<file path="config.mk">
export PLATFORM = sky130hd
export DESIGN_NAME = hold_grab_detector
export DESIGN_NICKNAME = d
export VERILOG_FILES = /design/src/rtl/hold_grab_detector.sv
export SDC_FILE = /design/constraint.sdc
export NUM_CORES = 1
export LEC_CHECK = 0
export ABC_AREA = 1
export BUFFER_PORTS_ARGS = -buffer_cell sky130_fd_sc_hd__buf_4
export CORE_ASPECT_RATIO = 0.8
export CORE_MARGIN = 1
export CORE_UTILIZATION = 50
export DETAILED_ROUTE_END_ITERATION = 6
export PLACE_DENSITY = 0.77
export SLEW_MARGIN = 20
export SYNTH_ARGS = -nofsm -noshare
export SYNTH_HDL_FRONTEND = slang
export SYNTH_SLANG_ARGS = --single-unit
</file>
<file path="constraint.sdc">
create_clock -name clock -period 2.3 [get_ports clock]
set_input_delay 0.23 -clock clock [delete_from_list [all_inputs] [get_ports clock]]
set_output_delay 0.23 -clock clock [all_outputs]
set_load 0.1 [all_outputs]
</file>
<file path="src/rtl/hold_grab_detector.sv">
// Sequential hold-table scanner: reports the lowest-index enabled hold whose
// WIDTH x HEIGHT rectangle contains the latched world-space query point.
module hold_grab_detector #(
    parameter int WIDTH     = 48,
    parameter int HEIGHT    = 20,
    parameter int NUM_HOLDS = 16,
    parameter int ADDR_BITS = 4
) (
    input  logic                        clock,
    input  logic                        reset,
    input  logic                        start,
    input  logic signed [10:0]          query_x,
    input  logic signed [11:0]          query_y,
    output logic        [ADDR_BITS-1:0] hold_addr,
    input  logic signed [10:0]          hold_x,
    input  logic signed [11:0]          hold_y,
    input  logic                        hold_en,
    output logic                        busy,
    output logic                        done,
    output logic                        hit,
    output logic        [ADDR_BITS-1:0] hit_index
);

    localparam logic [1:0] S_IDLE = 2'd0;
    localparam logic [1:0] S_ADDR = 2'd1;
    localparam logic [1:0] S_CMP  = 2'd2;
    localparam logic [1:0] S_DONE = 2'd3;

    localparam logic        [ADDR_BITS-1:0] LAST_IDX = ADDR_BITS'(NUM_HOLDS - 1);
    localparam logic signed [11:0]          W_EXT    = 12'(WIDTH);
    localparam logic signed [12:0]          H_EXT    = 13'(HEIGHT);

    logic        [1:0]           state;
    logic        [ADDR_BITS-1:0] idx;
    logic signed [10:0]          qx_p0;
    logic signed [11:0]          qy_p0;
    logic                        in_rect;

    // Widen by one bit before adding the extent so holds near +1023/+2047 do not wrap.
    function automatic logic contains(
        input logic signed [10:0] hx,
        input logic signed [11:0] hy,
        input logic signed [10:0] px,
        input logic signed [11:0] py
    );
        logic signed [11:0] hx_e, px_e, hx_end;
        logic signed [12:0] hy_e, py_e, hy_end;
        hx_e   = {hx[10], hx};
        px_e   = {px[10], px};
        hy_e   = {hy[11], hy};
        py_e   = {py[11], py};
        hx_end = hx_e + W_EXT;
        hy_end = hy_e + H_EXT;
        return (px_e >= hx_e) && (px_e < hx_end) && (py_e >= hy_e) && (py_e < hy_end);
    endfunction

    assign in_rect   = hold_en && contains(hold_x, hold_y, qx_p0, qy_p0);
    assign hold_addr = idx;
    assign busy      = (state != S_IDLE);
    assign done      = (state == S_DONE);

    always_ff @(posedge clock or posedge reset) begin
        if (reset) begin
            state     <= S_IDLE;
            idx       <= '0;
            qx_p0     <= '0;
            qy_p0     <= '0;
            hit       <= 1'b0;
            hit_index <= '0;
        end else begin
            case (state)
                S_IDLE: begin
                    if (start) begin
                        qx_p0 <= query_x;
                        qy_p0 <= query_y;
                        idx   <= '0;
                        state <= S_ADDR;
                    end
                end
                S_ADDR: state <= S_CMP;
                // Table data now reflects idx; first hit ends the scan early.
                S_CMP: begin
                    if (in_rect) begin
                        hit       <= 1'b1;
                        hit_index <= idx;
                        state     <= S_DONE;
                    end else if (idx == LAST_IDX) begin
                        hit       <= 1'b0;
                        hit_index <= '0;
                        state     <= S_DONE;
                    end else begin
                        idx   <= idx + 1'b1;
                        state <= S_ADDR;
                    end
                end
                S_DONE:  state <= S_IDLE;
                default: state <= S_IDLE;
            endcase
        end
    end

endmodule

</file>
After elaboration in Yosys (flattened, before gate mapping):

Cells that the tools add are included.

* flip-flop bits (word level): 34
* bits of input ports: 50
* output and inout port bits: 11

* add/sub/neg operators: 3
* magnitude comparators: 4
* eq/ne operators: 7
* multiplexer cells: 12
* reduce and logical (&&, ||, !) cells: 11

Operator list (number)
* two-way mux 4 bit: 5
* adder 12 x 6 -> 13 bit, second input constant: 1
* less-than comparator 12 x 13 -> 1 bit: 1
* adder 11 x 7 -> 12 bit, second input constant: 1
* >= comparator 12 bit: 1
* less-than comparator 11 x 12 -> 1 bit: 1
* >= comparator 11 bit: 1
* one-hot mux 2 bit (4 select lines): 1
* one-hot mux 4 bit (2 select lines): 1
* two-way mux 2 bit: 3
* != test 2 bit, second input constant: 3
* nonzero test 2 bit: 3
* adder 4 x 1 -> 4 bit, second input constant: 1
* equality test 2 bit, second input constant: 2
* equality test 4 bit, second input constant: 1
* logical AND 1 bit: 4
* AND reduction 2 bit: 2
* AND reduction 4 bit: 1
* equality test 2 x 1 -> 1 bit, second input constant: 1
* logical NOT 2 bit: 1
* two-way mux 1 bit: 2

Depth between registers and ports, before layout:

Gate-level depths: netlist of the first run.

* word-level depth: 8
* mapped depth: 19
* mapped depth without buffers: 19

Worst setup path after synthesis of the first run:

OpenSTA, ideal clock, no wires.

* path type: input to register
* from: input port hold_y[3]
* to: register idx[2], in the netlist hold_addr[2]
* setup time: 0.067 ns
* arrival time: 2.252 ns
* slack: -0.019 ns
* stages: 19
* path through: inv_1 o21ai_0 nand3_1 nor2_1 nand2_1 nor3_1 xor2_1 ha_1 nand4_1 a21oi_1 nor2_1 nand2_1 nand2_1 nand2_1 inv_2 nand4_4 nand2_4 nand2_1 nand2_1

* longest elaborated chain between the ends: 6

RTL lines
* start: declaration: line 16 `input logic signed [11:0] hold_y,`
* adder 12 x 6 -> 13 bit / >= comparator 12 bit (equally long branches): line 53, 54
* less-than comparator 12 x 13 -> 1 bit / logical AND 1 bit (equally long branches): line 54 `return (px_e >= hx_e) && (px_e < hx_end) && (py_e >= hy_e) && (py_e < hy_end);`
* logical AND 1 bit *: line 54
* logical AND 1 bit *: line 57 `assign in_rect = hold_en && contains(hold_x, hold_y, qx_p0, qy_p0);`
* != test 2 bit (no source line) *
* AND reduction 4 bit (no source line) *
* end signal: assignment: line 92 `idx <= idx + 1'b1;`
* end: declaration: line 34 `logic [ADDR_BITS-1:0] idx;`

Every way passes the cells marked *; elsewhere a longest branch is shown, timed or not.
A chain may end at the register's enable or synchronous reset.

Worst setup path in the final report of the first run:

* from: input port hold_x[4]
* to: register idx[2], in the netlist hold_addr[2]

* longest elaborated chain between the ends: 8

RTL lines
* start: declaration: line 15 `input logic signed [10:0] hold_x,`
* adder 11 x 7 -> 12 bit: line 52 `hx_end = hx_e + W_EXT;`
* less-than comparator 11 x 12 -> 1 bit: line 54
* logical AND 1 bit * (3 in a row): line 54
* logical AND 1 bit *: line 57
* != test 2 bit (no source line) *
* AND reduction 4 bit (no source line) *

Marked as above.

==> results.py, run 1 <==
metrics = {
    "yosys": {
        "synth_edf_count": 0,
        "muxShareOfSynthArea_pct": 8.36,
        "synth_adder_area_share_pct": 19.9,
        "synth_largest_area_cell": "dfrtp_1",
        "ys_ff_latch": 34,
        "synth-xor-area-share_pct": 4.65,
        "synth_commonest_cells": "nand2_1, inv_1, ha_1",
        "async_reset_ff_share_pct": 100,
        "syn_area_sq_um": 2830,
        "ys_seq_area_share_pct": 30.1,
        "synth_ff_type": "dfrtp_1",
        "yosys.area_share.simple_pct": 23.7,
        "syn_inst": 341,
        "synth_fp_nets": 436,
        "synth.most_common_cell": "nand2_1",
        "synth_top_cell_area_share_pct": 30.1,
        "synth-compound-area-share_pct": 5.53,
        "syn_avg_cell_area_sq_um": 8.29,
        "yosysUniqueCellTypes": 31,
        "yosys-top-cells-area": "dfrtp_1, ha_1, nand2_1",
        "synth_top_family_by_area": "simple AND/OR/NAND/NOR gates",
        "yosys_warnings": 0,
    },
    "sta": {
        "max_freq_ghz": 0.464,
        "fin_tns_setup_ns": 0,
        "setup_ws_ns": 0.145,
        "drv_slew": 0,
        "hold_slack_ns": 0.0491,
        "max_slew_margin_pct": 69.3,
        "hold_violations": 0,
        "period_needed_ns": 2.15,
        "setup_viol": 0,
        "finalCritPeriodShare_pct": 93.7,
        "finClkSkew_ns": 0.00421,
        "tightest_slew_ns": 0.460,
    },
    "global_route": {
        "grt_first_pass_wirelength_mm": 11.2,
        "grt_max_degree": 35,
        "grt-ovfl-total": 0,
        "track_usage_pct": 23.8,
        "antenna_found_initial": 0,
        "grt_pass1_vias": 2599,
    },
    "cts": {
        "clock_latency_ns": 0.29,
        "cts_hold_buf": 0,
        "cts_tree": "done",
        "htreeDepth": 2,
        "cts.sinks": 34,
        "clk_pin_slew_ns": 0.07,
        "clockRootBuffer": "clkbuf_8",
        "numCtsBuffers": 5,
        "cts_buffer_depth": 2,
    },
    "setup_path": {
        "path_max_fanout": 5,
        "rr_worst_depth": 12,
        "crit_required_ns": 2.53,
        "endpoint_kind": "flop",
        "path_class": "in -> reg",
        "timing.rr.end": "hit_index[0]",
        "startpoint_type": "input port",
        "arrival_ns": 2.39,
        "worstReg2RegStart": "qy_p0[11]",
        "worst-r2r-setup-slack_ns": 0.20,
    },
    "floorplanning": {
        "start_util_pct": 52.0,
        "die_height_um": 69.3,
        "die_area_sq_um": 5960,
        "fp-row-count": 24,
        "die_w_um": 86.1,
        "core_sq_um": 5440,
        "ios": 61,
    },
    "cells_and_area": {
        "register_area_sq_um": 851,
        "num-nets-final": 525,
        "final_layout_size_suffix_gt1_share_pct": 35.0,
        "num_antenna_cells": 0,
        "multi_input_area_sq_um": 1860,
        "area_growth_pct": 33.2,
        "fin_cells": 509,
        "nFillCells": 434,
    },
    "detailed_routing": {
        "wl_per_cell_um": 13.4,
        "ant_nets": 0,
        "drc": 0,
        "via_per_inst": 5.03,
        "wl_mm": 6.81,
        "drt-initial-drc-count": 122,
        "first_pass_iters": 5,
        "vias": 2560,
    },
    "power": {
        "p_per_area_nw_per_um2": 1020,
        "ir_drop_v": 0.000894,
        "total_power_mw": 3.86,
        "p_leak_nw": 2.06,
    },
    "place": {
        "hpwl_mm": 5.18,
        "dp_cells": 496,
        "place_ws_ns": -0.314,
        "gp_congestion": 0.888,
        "portBuffers": 60,
    },
    "flow_run": {
        "drv_cap": 0,
    },
    "hold_path": {
        "hold_class": "in -> async",
    },
    "outcome": {
        "status": "complete, no violations",
    },
}
## worst max-delay path by stage
stage	slack [ns]	start	cells after the start	end
global placement	-0.23	hold_x[4]	19	hold_addr[2]
floorplan	0.04	hold_y[2]	17	hold_addr[2]
finish	0.15	hold_x[4]	19	hold_addr[2]
CTS	0.001	hold_y[2]	18	hold_addr[2]
global route	-0.01	hold_x[4]	19	hold_addr[2]
detailed placement	-0.31	hold_x[4]	19	hold_addr[2]
## layout by cell type (no fill, tap or decap), drive strengths merged
| cell | instances |
|---|---|
| o21a | 1 |
| a21oi | 19 |
| nand3 | 21 |
| xor2 | 15 |
| and3 | 1 |
| o21ai | 7 |
| dfrtp | 34 |
| nand4 | 13 |
| and2 | 1 |
| nand3b | 1 |
| inv | 52 |
| a21o | 2 |
| clkinv | 4 |
| nor2 | 25 |
| clkinvlp | 1 |
| nand2 | 76 |
| nor3 | 3 |
| ha | 45 |
| buf | 83 |
| mux2 | 21 |
| clkbuf | 6 |
## what timing repair did
item / in CTS / in global routing
pin swaps: 1 / 29
setup buffers: 0 / 5
endpoints found under the setup margin: 1 / 10
resized for setup: 0 / 34
gates cloned: 0 / 1
## worst max-delay path, cell delays in order
cell     delay [ns]
buf_8          0.09
inv_6          0.04
ha_4           0.16
nor2_4         0.11
nand2_2        0.09
nor3_4         0.18
xor2_1         0.16
ha_1           0.26
nand2_1        0.08
a21oi_2        0.04
nor2_2         0.12
nand3_1        0.08
nand2_1        0.08
nand3_2        0.08
nor2_4         0.16
nand4_4        0.18
nand2_4        0.12
nand2_2        0.05
nand2_1        0.07
## registers in the layout, summed over array words and instances, names as in the netlist
name / flops
hold_addr: 4
qx_p0: 11
state: 2
hit_index: 4
qy_p0: 12
hit: 1
## through the flow
stage          util [%]  area [sq um]
2_1_floorplan         -          2830
3_3_place_gp       64.6          3510
3_5_place_dp       64.6          3510
4_1_cts            66.3          3610
5_1_grt            69.3          3770
6_report           69.3          3770
## layout make-up
cell class / instances / share of cell area (%)
clock inverter: 2 / 0.332
timing repair buffer: 83 / 17.1
sequential: 34 / 22.6
multi-input combinational: 251 / 49.4
inverter: 55 / 5.71
tap: 78 / 2.59
clock buffer: 6 / 2.19
## logic make-up after synthesis
group	Yosys count
and+or+nand+nor	140
DFF	34
adders and majority gates	45
muxes	21
buffers and inverters	57
xor gates and xnor gates	15
AOI/OAI and AO/OA	29
## power breakdown
| group | total, mW | switching (mW) | leakage, nW | internal (mW) |
|---|---|---|---|---|
| Combinational | 2.30 | 1.36 | 1.60 | 0.942 |
| Sequential | 1.07 | 0.231 | 0.413 | 0.840 |
| Clock | 0.486 | 0.245 | 0.0472 | 0.241 |
| Total | 3.86 | 1.84 | 2.06 | 2.02 |
## per-layer routing
layer / wire (um) / vias to the layer above / part of all wire [%] / GRT usage, %
met5: 0 / - / 0 / 0
met4: 106 / 0 / 1.6 / 6.67
met3: 309 / 12 / 4.5 / 4.52
met2: 3160 / 72 / 46 / 40.7
met1: 3240 / 1174 / 48 / 30.7
li1: - / 1302 / - / -
(Power assumes the default switching activity.)
==> inputs of run 2 (changes only) <==
--- a/constraint.sdc
+++ b/constraint.sdc
@@ -3,2 +3,2 @@
 set_output_delay 0.23 -clock clock [all_outputs]
-set_load 0.1 [all_outputs]
+set_load 0.05 [all_outputs]
==> run 2 against run 1 <==
Against the previous run: worst setup slack worse by 0.054 ns; core utilization up 1.0 points; routed wire length is 5.3% lower; fmax decreased by 2.4%; highest routed layer unchanged; first-iteration DRC count fell by 19%; die area stayed put; non-clock buffer count rose by 6; sequential share of layout area is 0.33 points lower; combinational power decreased by 7%; power decreased by 5.3%; global-route usage fell by 2.2 points; via count is 0.63% lower.
==> results.py, run 2 (same netlist as run 1, synthesis figures left out) <==
metrics = {
    "flow_run": {
        "drv_cap": 0,
    },
    "outcome": {
        "status": "complete, no violations",
    },
    "cts": {
        "cts.sinks": 34,
        "clock_latency_ns": 0.29,
        "htreeDepth": 2,
        "numCtsBuffers": 5,
        "cts_tree": "done",
        "clk_pin_slew_ns": 0.08,
        "clockRootBuffer": "clkbuf_8",
        "cts_hold_buf": 0,
        "cts_buffer_depth": 2,
    },
    "power": {
        "p_leak_nw": 2.09,
        "p_int_mw": 2.00,
        "ir_drop_v": 0.000976,
        "p_comb_share_pct": 58.6,
        "total_power_mw": 3.65,
        "p_switching_mw": 1.65,
        "swShare_pct": 45.2,
        "seqPwrFrac_pct": 29.0,
        "p_per_area_nw_per_um2": 955,
        "clkPwrFrac_pct": 12.3,
    },
    "cells_and_area": {
        "final_cell_mix": "buf_4, nand2_1, inv_1",
        "largest_register_ffs": 12,
        "fin_cells": 515,
        "area_growth_pct": 35.2,
        "nFillCells": 448,
        "final_common_cell": "buf_4",
        "utilization_pct": 70.3,
        "largest-register": "qy_p0",
        "num-nets-final": 531,
        "top_regs": "qy_p0: 12 flops, qx_p0: 11 flops",
        "fin_area_sq_um": 3820,
        "final_layout_size_suffix_gt1_share_pct": 35.9,
        "num_antenna_cells": 0,
    },
    "sta": {
        "hold_violations": 0,
        "drv_slew": 0,
        "setup_viol": 0,
        "finClkSkew_ns": 0.0109,
        "tightest_slew_ns": 0.456,
        "rsz0062_at_grt": "true",
        "max_freq_ghz": 0.453,
        "period_needed_ns": 2.21,
        "finalCritPeriodShare_pct": 96.0,
        "max_slew_margin_pct": 69.6,
    },
    "detailed_routing": {
        "vias": 2544,
        "ant_nets": 0,
        "via_per_inst": 4.94,
        "drc": 0,
        "first_pass_iters": 4,
        "wl_mm": 6.45,
        "wl_per_cell_um": 12.5,
        "drt-initial-drc-count": 99,
    },
    "floorplanning": {
        "die_height_um": 69.3,
        "die_w_um": 86.1,
        "ios": 61,
        "start_util_pct": 52.0,
        "fp-row-count": 24,
        "die_area_sq_um": 5960,
        "core_sq_um": 5440,
    },
    "global_route": {
        "antenna_found_initial": 0,
        "grt-ovfl-total": 0,
        "track_usage_pct": 21.7,
        "grt_max_degree": 35,
        "grt_first_pass_wirelength_mm": 10.4,
        "grt_pass1_vias": 2497,
    },
    "setup_path": {
        "startpoint_type": "input port",
        "cpMostUsedCell": "nand2_1",
        "path_class": "in -> reg",
        "path_delay_family": "simple AND/OR/NAND/NOR gates",
        "arrival_ns": 2.44,
        "crit_required_ns": 2.53,
        "path_buf_inv": 2,
        "endpoint_kind": "flop",
        "cp_cell_sequence": "buf_6 -> ha_4 -> o21ai_4 -> nor3_4 -> nand3_2 -> xor2_1 -> ha_1 -> a21oi_2 -> o21ai_1 -> nor2_1 -> nand2_1 -> nand2_1 -> nand2_1 -> inv_2 -> nand4_4 -> nand2_4 -> nand2_2 -> nand2_2",
        "path_max_fanout": 5,
        "max_stage_delay_ns": 0.32,
        "cp_slowest_cell": "ha_1",
    },
    "hold_path": {
        "hold_class": "in -> async",
    },
    "place": {
        "placed_area_sq_um": 3570,
        "gp_congestion": 0.907,
        "portBuffers": 60,
        "hpwl_mm": 4.79,
        "dp_cells": 504,
    },
}
==> run 2: through the flow <==
step / worst slack [ns] / hold WS [ns] / setup TNS, ns
5_1_grt: -0.0675 / 0.0803 / -0.464
2_1_floorplan: 0.00195 / 0.372 / 0
4_1_cts: 0.00399 / 0.0537 / 0
3_3_place_gp: -0.270 / 0.363 / -2.48
6_report: 0.0917 / 0.0434 / 0
3_5_place_dp: -0.395 / 0.369 / -3.64
==> run 2: layer usage <==
| metal | global-route usage, % | up-vias | part of all wire (%) |
|---|---|---|---|
| li1 | - | 1313 | - |
| met1 | 28.6 | 1152 | 46 |
| met2 | 37.0 | 71 | 47 |
| met3 | 4.40 | 8 | 5.6 |
| met4 | 3.70 | 0 | 0.96 |
| met5 | 0 | - | 0 |
==> run 2: final timing paths <==
| path | startpoint | end | slack [ns] | depth (start not counted) |
|---|---|---|---|---|
| max in group asynchronous | reset | qy_p0[5] | 1.93 | 3 |
| hold reg to reg | hit | hit | 0.50 | 2 |
| setup reg to reg | qx_p0[10] | hold_addr[1] | 0.25 | 11 |
| hold / removal | reset | qx_p0[9] | 0.04 | 3 |
| min in group clock | query_x[9] | qx_p0[9] | 0.17 | 2 |
| setup / recovery | hold_y[2] | hold_addr[1] | 0.09 | 18 |
==> run 2: repair_timing <==
action / 4_1_cts / 5_1_grt
gates cloned: 0 / 1
pin swaps: 0 / 25
endpoints found under the hold margin: 0 / 0
endpoints found under the setup margin: 8 / 10
buffers inserted: 0 / 2
gates resized for setup: 3 / 36
==> run 2: worst register-to-register path, cell delays in order (launching register included) <==
cell and delay, ns:
dfrtp_1 0.42, ha_1 0.37, nand2_1 0.09, nor2_1 0.23, nand3_1 0.16, nand3_1 0.09
nand2_1 0.06, nand3_2 0.14, nand4_4 0.19, nand2_4 0.14, nand2_2 0.06, nand2_2 0.06
==> run 2: power groups by stage <==
stage	clock network [mW]	logic, mW	registers [mW]
2_1_floorplan	0	1.51	1.07
3_3_place_gp	0	1.98	1.06
3_5_place_dp	0	2.06	1.07
4_1_cts	0.465	2.07	1.06
5_1_grt	0.484	2.45	1.10
6_report	0.451	2.14	1.06
==> run 2: final cells by class <==
cell class              count  area (sq um)  share of cell area, %
clock buffers               6          72.6                   1.90
clock inverters             2          13.8                  0.360
inverters                  55           215                   5.63
multi-input cells         251          1890                   49.3
flip-flops and latches     34           851                   22.3
well taps                  78          97.6                   2.55
repair buffers             89           687                   18.0
